$ cat src/rtl/rr_arb_mux.sv
`default_nettype none
// ============================================================================
//  Module      : rr_arb_mux
//  Description : CH:1 data multiplexer with a valid/ready handshake on every
//                input and on the output. The channel is picked either by
//                round-robin arbitration (mode=0) or by an external index
//                (mode=1). The selected word goes into one output register,
//                which can take a new word every cycle.
//  Ports       :
//    clk        in   1         rising-edge clock
//    rst_n      in   1         asynchronous reset, active-low
//    mode       in   1         0 = round-robin, 1 = fixed select
//    sel        in   SELW      channel index used when mode=1
//    in_valid   in   CH        per-channel request
//    in_data    in   CH*N      channel i data at [i*N +: N]
//    in_ready   out  CH        per-channel accept (one-hot or zero)
//    out_valid  out  1         output register holds a valid word
//    out_data   out  N         registered data
//    out_sel    out  SELW      channel that supplied out_data
//    out_ready  in   1         downstream accept
//  Revision    : 1.0  initial release
// ============================================================================
module rr_arb_mux #(
    parameter  int N    = 32,
    parameter  int CH   = 16,
    localparam int SELW = $clog2(CH)
) (
    input  logic              clk,
    input  logic              rst_n,
    input  logic              mode,
    input  logic [SELW-1:0]   sel,
    input  logic [CH-1:0]     in_valid,
    input  logic [CH*N-1:0]   in_data,
    output logic [CH-1:0]     in_ready,
    output logic              out_valid,
    output logic [N-1:0]      out_data,
    output logic [SELW-1:0]   out_sel,
    input  logic              out_ready
);

    localparam logic [SELW-1:0] C_LAST = SELW'(CH - 1);

    logic [SELW-1:0] r_ptr;
    logic [SELW-1:0] w_grant;
    logic            w_grant_valid;
    logic            w_load;

    // The output register may take a word when it is empty or being drained
    // in this same cycle, so back-to-back transfers incur no bubble.
    assign w_load = !out_valid || out_ready;

    // Grant selection. Round-robin walks ptr, ptr+1, ... wrapping at CH-1;
    // the first requesting channel wins. Fixed mode only honours an
    // in-range sel whose channel is requesting.
    always_comb begin : p_grant
        int  idx;
        logic found;
        w_grant       = '0;
        w_grant_valid = 1'b0;
        found         = 1'b0;
        idx           = 0;
        if (mode) begin
            if ((int'(sel) < CH) && in_valid[sel]) begin
                w_grant       = sel;
                w_grant_valid = 1'b1;
            end
        end else begin
            for (int k = 0; k < CH; k++) begin
                idx = int'(r_ptr) + k;
                if (idx >= CH) begin
                    idx = idx - CH;
                end
                if (!found && in_valid[idx]) begin
                    found   = 1'b1;
                    w_grant = SELW'(idx);
                end
            end
            w_grant_valid = found;
        end
    end

    // Only the granted channel sees ready, and never during reset.
    always_comb begin : p_ready
        in_ready = '0;
        if (w_load && w_grant_valid && rst_n) begin
            in_ready[w_grant] = 1'b1;
        end
    end

    always_ff @(posedge clk or negedge rst_n) begin : p_out
        if (!rst_n) begin
            out_valid <= 1'b0;
            out_data  <= '0;
            out_sel   <= '0;
            r_ptr     <= '0;
        end else if (w_load) begin
            if (w_grant_valid) begin
                out_valid <= 1'b1;
                out_data  <= in_data[int'(w_grant)*N +: N];
                out_sel   <= w_grant;
                // Pointer moves past the winner so it has lowest priority
                // next time; fixed-mode transfers leave it alone.
                if (!mode) begin
                    r_ptr <= (w_grant == C_LAST) ? '0 : w_grant + 1'b1;
                end
            end else begin
                out_valid <= 1'b0;
            end
        end
    end

endmodule
`default_nettype wire
$ cat config.mk
export PLATFORM = sky130hd
export DESIGN_NAME = rr_arb_mux
export DESIGN_NICKNAME = d
export VERILOG_FILES = /design/src/rtl/rr_arb_mux.sv
export SDC_FILE = /design/constraint.sdc
export NUM_CORES = 1
export LEC_CHECK = 0
export ABC_AREA = 1
export CAP_MARGIN = 10
export CELL_PAD_IN_SITES_DETAIL_PLACEMENT = 1
export CELL_PAD_IN_SITES_GLOBAL_PLACEMENT = 2
export CORE_AREA = 2 2 300 183
export DETAILED_ROUTE_END_ITERATION = 6
export DIE_AREA = 0 0 302 185
export PLACE_DENSITY_LB_ADDON = 0.08
export SYNTH_ARGS = -nofsm -noshare
export SYNTH_HDL_FRONTEND = slang
export SYNTH_SLANG_ARGS = --single-unit
$ cat constraint.sdc
create_clock -name clk -period 8.88 [get_ports clk]
set_input_delay 1.332 -clock clk [delete_from_list [all_inputs] [get_ports clk]]
set_output_delay 1.332 -clock clk [all_outputs]
set_load 0.005 [all_outputs]
==> reports/metrics.cfg, run 1 <==
[power]
power.switching_mw = 5.01
p_int_mw = 2.38
p_leak_nw = 6.62
powerDensity_nw_per_um2 = 477
combPwrFrac = 0.922
ir_drop_v = 0.000464
sw_frac_of_total = 0.678
seqPwrFrac = 0.046
pwr-share-clk = 0.032

[setup_path]
required_ps = 7550
crit_chain = buf_4, inv_2, ha_1, inv_1, nand3_1, nand3_1, nand2_1, nand2_1, nand2_2, nor2_4, nand4_4, nor2_4, nand4_2, nor2_4, nand4_4, nor2_4, nand4_1, nand2_1, nor2_1, nor2_4, ha_1, nand2_1, nor2_1, clkdlybuf4s50_1
crit_arrival_ps = 5980
crit_type = flip-flop to primary output
crit_slowest_cell = ha_1
cp.buffers_inverters = 4
cp-start-kind = flip-flop
endpoint_kind = primary output
max_stage_delay_ps = 580
critical_path_peak_fanout = 23
path_delay_family = simple AND/OR/NAND/NOR gates
crit_top_cell = nor2_4

[clock_tree]
cts_buffers = 5
tritoncts = built
clkTransAtPathRegs_ps = 70
cts-root-buf = clkbuf_16
cts.path.max_buffers = 2
cts_setup_buffers = 0
h-tree-depth = 2
postCtsHoldBufs = 0
ctsResizeCount = 0
clock_sinks = 41
insertion_delay_ps = 320

[synthesis]
yosys.area_share.adder = 0.0153
async_reset_ff_frac = 1.00
avgSynthCellArea_um2 = 5.18
ys_seq_area_frac = 0.114
synth-edff-count = 0
synth_area_um2 = 8970
syn_nets = 2281
synth_area_leader_cell = nand3_1
postSynthCellCount = 1734
synth_mux_area_frac = 0
synth_top_area_frac = 0.396
synthMostInstantiatedCell = nand3_1
yosys.cell_types.count = 39
synth_compound_area_frac = 0.0282
synth-simple-area-share = 0.711
synth_top_family_by_area = simple AND/OR/NAND/NOR gates
synth.area.top_cells = nand3_1 40%, nand2_1 21%, dfrtp_1 11%, nor2_1 5.0%, inv_1 3.3%
synth-xor-area-share = 0.0153
synth_seq_cells = 41
yosysWarningCount = 0
ys.flop_type = dfrtp_1
synth_commonest_cells = 710 x nand3_1, 502 x nand2_1, 120 x nor2_1

[timing]
slew-limit-headroom = 0.272
max_freq_mhz = 137
worst_pin_slew_ps = 1090
rsz0062_at_grt = no
report.final.hold_viol_count = 0
period_needed_ps = 7310
fin_skew_ps = 16.6
slew_violations = 0
fin_crit_sh = 0.824
setup_violations = 0
fin_setup_tns_ps = 0
hold_ws_ps = 489

[place]
dpl.hpwl_um = 56200
io_buffers = 588
place_congestion = 0.905

[floorplan]
die_h_um = 185
dieArea_um2 = 55900
core_area_um2 = 53400
die_w_um = 302
fp-row-count = 66
initial_utilization = 0.168
io_pins = 589

[run_status]
status = complete, no violations

[cells_and_area]
final_nets = 2764
area_delta_synth_final_pct = 72.6
drive_above_1_share = 0.0334

[routing]
vias = 13872
drc = 0
wire_per_inst_um = 24.1
ant_nets = 0
dr.pass1.iters = 5
drtIter0Drc = 863
vias_per_cell = 4.72
routed_wirelength_um = 70700

[global_route]
grt_first_pass_wirelength_um = 101000
grt_remaining_overflow = 0
grt_pass1_vias = 14334
grt_max_degree = 193
antenna_found_initial = 14
grt_usage = 0.245

[run]
drv_cap = 0

[hold_path]
hp-class = flip-flop to flip-flop

## worst paths after layout
check	from	endpoint	slack (ps)	depth (start not counted)
min	out_sel[1]	out_sel[1]	490	2
max	r_ptr[0]	in_ready[3]	1570	24
min reg2reg	out_sel[1]	out_sel[1]	490	2
min in group asynchronous	rst_n	out_sel[1]	1120	2
max in group asynchronous	rst_n	out_data[14]	7260	2
max reg2reg	r_ptr[0]	out_data[27]	2430	25
## worst min-delay path, stage by stage, from the launching register on
cell and delay (ps):
dfrtp_1 340, nand2_1 50, o21ai_0 60
## routing by layer
layer | vias to the layer above | routed length (µm) | global-route usage
met5 | - | 60 | 0
met4 | 10 | 1070 | 0.0479
met3 | 51 | 3930 | 0.0534
met2 | 366 | 31900 | 0.390
met1 | 6671 | 33800 | 0.339
li1 | 6774 | - | -
## stage by stage
| step | power (mW) | setup slack, ps | instances | utilization | area, µm² |
|---|---|---|---|---|---|
| global route | 8.14 | 997 | 2937 | 0.290 | 15500 |
| global placement | 7.17 | 2000 | 2924 | 0.286 | 15300 |
| CTS | 7.47 | 1590 | 2932 | 0.290 | 15500 |
| finish | 7.39 | 1570 | 2939 | 0.290 | 15500 |
| floorplan | 4.53 | 3650 | 1734 | - | 8970 |
| detailed placement | 7.21 | 1930 | 2924 | 0.286 | 15300 |
## flip-flops by register name, summed over array words and instances (netlist names)
name / cells
out_data: 32
out_sel: 4
out_valid: 1
r_ptr: 4
## power by group through the flow
| stage | clock network, mW | logic (mW) | registers (mW) |
|---|---|---|---|
| 2_1_floorplan | 0 | 4.19 | 0.342 |
| 3_3_place_gp | 0 | 6.83 | 0.340 |
| 3_5_place_dp | 0 | 6.87 | 0.345 |
| 4_1_cts | 0.246 | 6.89 | 0.342 |
| 5_1_grt | 0.252 | 7.53 | 0.352 |
| 6_report | 0.238 | 6.81 | 0.341 |
## cell type report
type                       instances  area (µm²)
fill                            6749       37900
multi-input combinational       1468        6960
timing repair buffer             611        6080
sequential                        41        1030
tap                              714         893
inverter                          90         340
clock buffer                       5         125
clock inverter                     3        46.3
antenna                            7        17.5
## cells by family after synthesis
kind of cell | Yosys count
buffers and inverters | 225
AO/OA/AOI/OAI | 43
adder cells (fa/ha/maj) | 11
XOR/XNOR | 14
AND/OR/NAND/NOR | 1400
flip-flops | 41
## placed cells by master, fill, tap and decap left out, types with 3 or more instances in the layout
| cell type | instances |
|---|---|
| nor2_1 | 120 |
| dfrtp_1 | 41 |
| nor2_4 | 9 |
| o21ai_1 | 7 |
| nand4_1 | 11 |
| nand2_2 | 5 |
| or2_2 | 8 |
| diode_2 | 7 |
| clkbuf_16 | 5 |
| inv_2 | 6 |
| or2_1 | 24 |
| o221ai_1 | 3 |
| clkinv_1 | 3 |
| xnor2_1 | 5 |
| nor3_1 | 4 |
| nand2_1 | 501 |
| inv_1 | 80 |
| nand3_1 | 710 |
| clkdlybuf4s50_1 | 587 |
| o21ai_0 | 19 |
| buf_4 | 21 |
| o22ai_1 | 3 |
| a21oi_1 | 3 |
| xor2_1 | 7 |
| ha_1 | 11 |
Note: power is estimated with default switching activity, not from simulation.
==> run 2: changes to the inputs <==
--- a/config.mk
+++ b/config.mk
@@ -9,9 +9,9 @@
 export CAP_MARGIN = 10
 export CELL_PAD_IN_SITES_DETAIL_PLACEMENT = 1
 export CELL_PAD_IN_SITES_GLOBAL_PLACEMENT = 2
-export CORE_AREA = 2 2 300 183
+export CORE_AREA = 2 2 309 189
 export DETAILED_ROUTE_END_ITERATION = 6
-export DIE_AREA = 0 0 302 185
+export DIE_AREA = 0 0 311 191
 export PLACE_DENSITY_LB_ADDON = 0.08
 export SYNTH_ARGS = -nofsm -noshare
 export SYNTH_HDL_FRONTEND = slang
==> constraint.sdc (replaced) <==
create_clock -name clk -period 7.14 [get_ports clk]
set_input_delay 1.071 -clock clk [delete_from_list [all_inputs] [get_ports clk]]
set_output_delay 1.071 -clock clk [all_outputs]
set_load 0.005 [all_outputs]
==> reports/metrics.cfg, run 2 (synthesized netlist as in run 1, its figures left out) <==
[routing]
dr.pass1.iters = 5  ; unchanged
routed_wirelength_um = 72300  ; was 70700 µm
vias = 13953  ; was 13872
drtIter0Drc = 822  ; was 863
wire_per_inst_um = 24.1  ; about the same
ant_nets = 0  ; unchanged
vias_per_cell = 4.65  ; was 4.72
drc = 0  ; unchanged

[power]
powerDensity_nw_per_um2 = 597  ; was 477 nW/µm²
p_leak_nw = 6.66  ; was 6.62 nW
ir_drop_v = 0.000612  ; was 0.000464 V
power_mw = 9.33  ; was 7.39 mW

[timing]
worst_pin_slew_ps = 1150  ; was 1090 ps
hold_ws_ps = 506  ; was 489 ps
slew-limit-headroom = 0.235  ; was 0.272
max_freq_mhz = 156
fin_crit_sh = 0.898
setup_slack_ps = 727  ; was 1570 ps
fin_setup_tns_ps = 0  ; unchanged
setup_violations = 0  ; unchanged
slew_violations = 0  ; unchanged
period_needed_ps = 6410
rsz0062_at_grt = no  ; unchanged
report.final.hold_viol_count = 0  ; unchanged
fin_skew_ps = 4.93  ; was 16.6 ps

[clock_tree]
cts.path.max_buffers = 2  ; unchanged
clkTransAtPathRegs_ps = 70  ; about the same
cts-root-buf = clkbuf_16  ; unchanged
h-tree-depth = 2  ; unchanged
cts_buffers = 5  ; unchanged
tritoncts = built  ; unchanged
insertion_delay_ps = 310  ; was 320 ps
cts_setup_buffers = 0  ; unchanged
ctsResizeCount = 0  ; unchanged
postCtsHoldBufs = 0  ; unchanged
clock_sinks = 41  ; unchanged

[cells_and_area]
area_delta_synth_final_pct = 74.2  ; was 72.6%
largest_reg_flops = 32  ; unchanged
layout_commonest_cell = nand3_1  ; unchanged
regMostFlops = out_data  ; unchanged
fillers = 7244  ; was 6749
layout_common_cells = 710 x nand3_1, 587 x clkdlybuf4s50_1, 501 x nand2_1  ; unchanged
top_regs = out_data x32, out_sel x4, r_ptr x4  ; unchanged
drive_above_1_share = 0.0355  ; was 0.0334
final_nets = 2770  ; was 2764

[place]
post-place-ws_ps = 971  ; was 1930 ps
dpl.hpwl_um = 56700  ; was 56200 µm
place_congestion = 0.856  ; was 0.905
io_buffers = 588  ; unchanged

[floorplan]
io_pins = 589  ; unchanged
die_h_um = 191  ; was 185 µm
fp-row-count = 68  ; was 66
dieArea_um2 = 59400  ; was 55900 µm²
die_w_um = 311  ; was 302 µm
initial_utilization = 0.158  ; was 0.168
core_area_um2 = 56700  ; was 53400 µm²

[setup_path]
crit_arrival_ps = 5340  ; was 5980 ps
endpoint_kind = primary output  ; unchanged
critical_path_peak_fanout = 8  ; was 23
crit_type = flip-flop to primary output  ; unchanged
required_ps = 6070  ; was 7550 ps
cp-start-kind = flip-flop  ; unchanged

[global_route]
grt_max_degree = 196  ; was 193
grt_remaining_overflow = 0  ; unchanged
grt_first_pass_wirelength_um = 103000  ; was 101000 µm
grt_pass1_vias = 14220  ; was 14334
grt_usage = 0.235  ; was 0.245
antenna_found_initial = 17  ; was 14

[hold_path]
hp-class = flip-flop to flip-flop  ; unchanged

[run]
drv_cap = 0  ; unchanged

[run_status]
status = complete, no violations  ; unchanged

## run 2: cell types whose count changed in the layout (fill, tap and decap cells not counted)
| cell | delta |
|---|---|
| buf_4 | +4 |
| buf_12 | +2 |
| clkbuf_1 | +1 |
| clkbuf_8 | +1 |
| clkinv_4 | -1 |
| clkinvlp_4 | -1 |
## run 2: worst paths after layout
kind | startpoint | end | slack (ps) | cells after the start
max | r_ptr[0] | in_ready[15] | 730 | 22
max reg2reg | r_ptr[0] | out_data[11] | 1500 | 22
max in group asynchronous | rst_n | out_data[26] | 5750 | 2
min in group asynchronous | rst_n | out_data[1] | 860 | 2
min | out_sel[3] | out_sel[3] | 510 | 2
min reg2reg | out_sel[3] | out_sel[3] | 510 | 2
## run 2: area by class of cell
cell class,instances,area (µm²),share of cell area
Tap cell,770,963,0.0616
Inverter,90,340,0.0218
Timing Repair Buffer,617,6150,0.393
Sequential cell,41,1030,0.0656
Clock inverter,1,30.0,0.00192
Multi-Input combinational cell,1468,6960,0.445
Antenna cell,7,17.5,0.00112
Clock buffer,7,143,0.00913
## run 2: worst max-delay path: stages (launching register included)
cell and delay (ps):
dfrtp_1 610, inv_2 70, ha_1 250, xnor2_1 860
nand3_1 240, nand3_1 160, nand2_1 220, nand4_4 220
nor2_4 50, nand2_1 140, nor2_1 50, nor2_1 140
nand3_1 110, nor2_1 170, nand3_1 110, nor2_1 140
nand3_1 180, nor2_1 240, nor2_4 90, ha_1 280
nand2_1 180, nor2_1 70, clkdlybuf4s50_1 440
## run 2: where the power goes
group	switching, mW	total (mW)	internal, mW
Sequential	0.0772	0.436	0.359
Clock	0.124	0.299	0.176
Combinational	6.08	8.59	2.51
## run 2: layer usage
metal / up-vias / part of all wire / global-route usage
met2: 356 / 0.46 / 0.381
met1: 6782 / 0.49 / 0.330
li1: 6780 / - / -
met4: 12 / 0.0034 / 0.0262
met5: - / 0.0011 / 0
met3: 23 / 0.051 / 0.0456
## run 2: through the flow
stage	utilization	cell area, µm²	cells
2_1_floorplan	-	8970	1734
3_3_place_gp	0.272	15400	2986
3_5_place_dp	0.272	15400	2986
4_1_cts	0.276	15600	2994
5_1_grt	0.276	15600	3001
6_report	0.276	15600	3001
